$ cat src/rtl/digit_serial_adder.sv
// Digit-serial adder/subtractor: adds DIGIT bits per cycle with a registered carry between slices.
// Latency: busy for WIDTH/DIGIT cycles after start, then a one-cycle done pulse with the result.
// Backpressure: none; start is ignored while busy and accepted in the done cycle for back-to-back use.
module digit_serial_adder #(
    parameter int WIDTH = 16,
    parameter int DIGIT = 4
) (
    input  logic             clk,
    input  logic             rst_n,
    input  logic             start,
    input  logic [WIDTH-1:0] a,
    input  logic [WIDTH-1:0] b,
    input  logic             cin,
    input  logic             sub,
    output logic             busy,
    output logic             done,
    output logic [WIDTH-1:0] sum,
    output logic             cout,
    output logic             ovf
);

    localparam int NDIG = WIDTH / DIGIT;
    localparam int CW   = (NDIG > 1) ? $clog2(NDIG) : 1;

    if (DIGIT < 1 || DIGIT > WIDTH || (WIDTH % DIGIT) != 0) begin : g_param_err
        $error("digit_serial_adder: DIGIT must be in 1..WIDTH and divide WIDTH");
    end

    typedef enum logic [1:0] {
        IDLE = 2'd0,
        BUSY = 2'd1,
        DONE = 2'd2
    } state_t;

    state_t            state;
    logic [WIDTH-1:0]  a_sh;
    logic [WIDTH-1:0]  b_sh;
    logic              carry;
    logic [CW-1:0]     cnt;

    logic [DIGIT:0]    slice_sum;
    logic [DIGIT-1:0]  slice_s;
    logic              slice_c;
    logic              slice_ovf;
    logic [WIDTH-1:0]  acc_nx;
    logic              last_dig;

    // b is stored pre-inverted for subtract, so the datapath only ever adds.
    always_comb begin
        slice_sum = {1'b0, a_sh[DIGIT-1:0]} + {1'b0, b_sh[DIGIT-1:0]}
                  + (DIGIT+1)'(carry);
        slice_s   = slice_sum[DIGIT-1:0];
        slice_c   = slice_sum[DIGIT];
        // carry into the MSB recovered as a ^ b ^ s at that bit position
        slice_ovf = a_sh[DIGIT-1] ^ b_sh[DIGIT-1] ^ slice_s[DIGIT-1] ^ slice_c;
        last_dig  = (cnt == CW'(NDIG - 1));
    end

    // Completed lower slices accumulate here; only the full word reaches sum.
    if (DIGIT == WIDTH) begin : g_single
        assign acc_nx = slice_s;
    end else begin : g_multi
        logic [WIDTH-DIGIT-1:0] acc;

        assign acc_nx = {slice_s, acc};

        always_ff @(posedge clk or negedge rst_n) begin
            if (!rst_n) begin
                acc <= '0;
            end else if (state == BUSY) begin
                acc <= acc_nx[WIDTH-1:DIGIT];
            end
        end
    end

    always_ff @(posedge clk or negedge rst_n) begin
        if (!rst_n) begin
            state <= IDLE;
            a_sh  <= '0;
            b_sh  <= '0;
            carry <= 1'b0;
            cnt   <= '0;
            busy  <= 1'b0;
            done  <= 1'b0;
            sum   <= '0;
            cout  <= 1'b0;
            ovf   <= 1'b0;
        end else begin
            case (state)
                IDLE, DONE: begin
                    done <= 1'b0;
                    if (start) begin
                        a_sh  <= a;
                        b_sh  <= sub ? ~b : b;
                        carry <= sub ? 1'b1 : cin;
                        cnt   <= '0;
                        state <= BUSY;
                        busy  <= 1'b1;
                    end else begin
                        state <= IDLE;
                        busy  <= 1'b0;
                    end
                end
                BUSY: begin
                    a_sh  <= a_sh >> DIGIT;
                    b_sh  <= b_sh >> DIGIT;
                    carry <= slice_c;
                    cnt   <= cnt + CW'(1);
                    if (last_dig) begin
                        state <= DONE;
                        busy  <= 1'b0;
                        done  <= 1'b1;
                        sum   <= acc_nx;
                        cout  <= slice_c;
                        ovf   <= slice_ovf;
                    end
                end
                default: begin
                    state <= IDLE;
                    busy  <= 1'b0;
                    done  <= 1'b0;
                end
            endcase
        end
    end

endmodule

$ cat config.mk
export PLATFORM = sky130hd
export DESIGN_NAME = digit_serial_adder
export DESIGN_NICKNAME = d
export VERILOG_FILES = /design/src/rtl/digit_serial_adder.sv
export SDC_FILE = /design/constraint.sdc
export NUM_CORES = 1
export LEC_CHECK = 0
export BUFFER_PORTS_ARGS = -buffer_cell sky130_fd_sc_hd__buf_2
export CAP_MARGIN = 15
export CORE_MARGIN = 2
export CORE_UTILIZATION = 45
export CTS_CLUSTER_DIAMETER = 50
export DETAILED_ROUTE_END_ITERATION = 10
export GPL_TIMING_DRIVEN = 0
export PLACE_DENSITY_LB_ADDON = 0.15
export SLEW_MARGIN = 20
export SYNTH_ARGS = -nofsm -noshare
export SYNTH_HDL_FRONTEND = slang
export SYNTH_SLANG_ARGS = --single-unit
export TNS_END_PERCENT = 10
$ cat constraint.sdc
create_clock -name clk -period 2.7 [get_ports clk]
set_input_delay 0.54 -clock clk [delete_from_list [all_inputs] [get_ports clk]]
set_output_delay 0.54 -clock clk [all_outputs]
set_load 0.005 [all_outputs]
==> impl_metrics.json <==
{
  "status": "finished, final reports clean",
  "yosysSeqAreaShare": 0.5729,
  "wl_per_cell_um": 13.83,
  "worst_slew_pin_slew_ns": 0.4394,
  "grt_overflow": 0,
  "cts_buffers": 9,
  "netlist-cell-type-count": 28,
  "numPortBuffers": 55,
  "gr-usage-all-layers": 0.1741,
  "layout-drive-gt1-share": 0.2948,
  "clk_pin_slew_worst_paths_ns": 0.07,
  "synth.cell_area_um2": 2970,
  "syn_inst": 258,
  "final.fill_count": 586,
  "die_h_um": 85.25,
  "syn_nets": 301,
  "start_util": 0.4678,
  "root_buffer": "clkbuf_8",
  "cts-resized-gates": 0,
  "drt-initial-drc-count": 51,
  "antenna_found_initial": 0,
  "die-area_um2": 7267,
  "antenna_cells": 0,
  "tritoncts": "yes",
  "first_pass_iters": 4,
  "critical_path.endpoint": "ovf$_DFFE_PN0P_",
  "hp-class": "in -> async",
  "ys_warn_count": 0,
  "max_freq_mhz": 477.8,
  "worstReg2RegStart": "a_sh[0]$_DFFE_PN0P_",
  "rows": 29,
  "finalSetupTns_ns": 0,
  "io_pins": 57,
  "power.density_nw_per_um2": 1184,
  "fin_crit_ns": 2.093,
  "die_x_um": 85.25,
  "clk_path_buf_depth": 2,
  "syn_area_per_cell_um2": 11.51,
  "required_ns": 2.92,
  "worstSetupStartpoint": "a_sh[0]$_DFFE_PN0P_",
  "finalWeightedCongestion": 0.7311,
  "grt_max_degree": 38,
  "vias": 2040,
  "drc": 0,
  "ant_nets": 0,
  "clkSinkCount": 68,
  "endpoint_kind": "flip-flop",
  "slew_headroom": 0.7070,
  "reg2reg_slack_ns": 0.61,
  "fin_nets": 368,
  "crit_type": "reg -> reg",
  "cts_htree_levels": 3,
  "hpwl_um": 3948,
  "leakage_uw": 0.001815,
  "critPathLaunchType": "flip-flop",
  "place_worst_setup_slack_ns": 0.5747,
  "cts_hold_buffers": 0,
  "design.core.area_um2": 6350,
  "grt_first_pass_wirelength_um": 9804,
  "clk_latency_ns": 0.34,
  "syn2layout_area_growth_pct": 18.96,
  "setup_viol": 0,
  "r2r-end": "ovf$_DFFE_PN0P_",
  "grt_setup_unrepaired": "false",
  "slew_viol_final": 0,
  "ir_drop_v": 0.0005057,
  "cts_setup_buffers": 0,
  "grt_pass1_vias": 1986,
  "fin_crit_sh": 0.7752,
  "cp.arrival_ns": 2.31,
  "ys_ff_latch": 68,
  "viasPerCell": 5.025,
  "clock_skew_ns": 0.007992,
  "routed_wl_um": 5614,
  "finalWorstSetupSlack_ns": 0.6069,
  "cap_violations": 0,
  "hold_viol_final": 0,
  "cp_max_fo": 3,
  "reg2reg_depth": 6
}
==> stage by stage <==
step	total power (uW)	hold WS [ns]	instance area (um^2)	util	std cells
finish	4185	0.1383	3533	0.5565	406
global placement	3457	0.4574	3342	0.5263	390
global route	4556	0.1658	3533	0.5565	406
detailed placement	3503	0.4631	3364	0.5299	391
CTS	4242	0.1409	3533	0.5565	406
floorplan	2985	0.2444	2970	-	258
==> cell usage in the layout (no fill, tap or decap), drive strengths merged <==
cell,count
a21o,2
a21oi,2
a221o,12
a22o,5
a22oi,12
and2b,1
buf,68
clkbuf,18
clkinv,2
dfrtp,68
fa,2
ha,4
inv,2
mux2,14
nand2,67
nand2b,2
nor2,13
nor2b,1
o211ai,1
o21ai,13
o31ai,1
xnor2,18
xor2,1
==> critical path: stages, from the launching register on <==
cell	delay, ns
dfrtp_1	0.40
fa_1	0.47
fa_1	0.44
a21o_1	0.18
a21oi_1	0.27
xnor2_1	0.16
o21ai_1	0.08
==> final cells by class <==
cell class	count	area, um^2	share of cell area
plain buffers	17	105.1	0.02975
clock buffers	13	158.9	0.04497
clock inverters	2	10.01	0.002833
inverters	2	7.507	0.002125
multi-input cells	171	1156	0.3272
flip-flops and latches	68	1702	0.4816
well taps	77	96.34	0.02727
repair buffers	56	297.8	0.08428
==> how the worst min path moves through the flow <==
stage,endpoint,slack (ns),cells after the start
after floorplan,a_sh[0]$_DFFE_PN0P_,0.24,0
after CTS,sum[1]$_DFFE_PN0P_,0.14,1
after global routing,sum[1]$_DFFE_PN0P_,0.17,1
after detailed placement,a_sh[4]$_DFFE_PN0P_,0.46,2
final,sum[1]$_DFFE_PN0P_,0.14,1
after global placement,a_sh[8]$_DFFE_PN0P_,0.46,2
==> registers in the layout, indices dropped and copies added, names as in the netlist, 2 cells and up <==
register and flops:
a_sh 16, g_multi.acc 12, cnt 2, b_sh 16
sum 16
==> cells in the mapped netlist (all sizes together) <==
| cell | instances | area share |
|---|---|---|
| dfrtp | 68 | 0.57 |
| nand2 | 67 | 0.087 |
| xnor2 | 18 | 0.053 |
| mux2 | 14 | 0.067 |
| nor2 | 13 | 0.019 |
| o21ai | 13 | 0.022 |
| a221o | 12 | 0.040 |
| a22oi | 12 | 0.030 |
| buf | 12 | 0.029 |
| a22o | 5 | 0.015 |
| clkbuf | 5 | 0.0063 |
| ha | 4 | 0.017 |
| a21o | 2 | 0.0051 |
| a21oi | 2 | 0.0034 |
| fa | 2 | 0.013 |
| inv | 2 | 0.0025 |
| nand2b | 2 | 0.0042 |
| and2b | 1 | 0.0025 |
| nor2b | 1 | 0.0021 |
| o211ai | 1 | 0.0025 |
| o31ai | 1 | 0.0025 |
| xor2 | 1 | 0.0029 |
==> where the power goes <==
group,internal (uW),switching [uW],total [uW]
clock network,376,353,730
logic,836,855,1690
registers,1490,275,1760
==> cell families (layout without fill, tap and decap cells) <==
logic type / after synthesis / count (layout) / share of synthesized area
mux: 14 / 14 / 0.06698
fa+ha+maj: 6 / 6 / 0.03033
compound gates: 48 / 48 / 0.1209
simple gates: 84 / 84 / 0.1150
buf+inv: 19 / 90 / 0.03791
flops: 68 / 68 / 0.5729
xor+xnor: 19 / 19 / 0.05602
==> metal layers <==
layer	wire length (um)	GRT usage
met5	0	0
met3	292	0.03599
met2	2490	0.2550
met4	99	0.07792
met1	2731	0.2502
(Power assumes the default switching activity.)
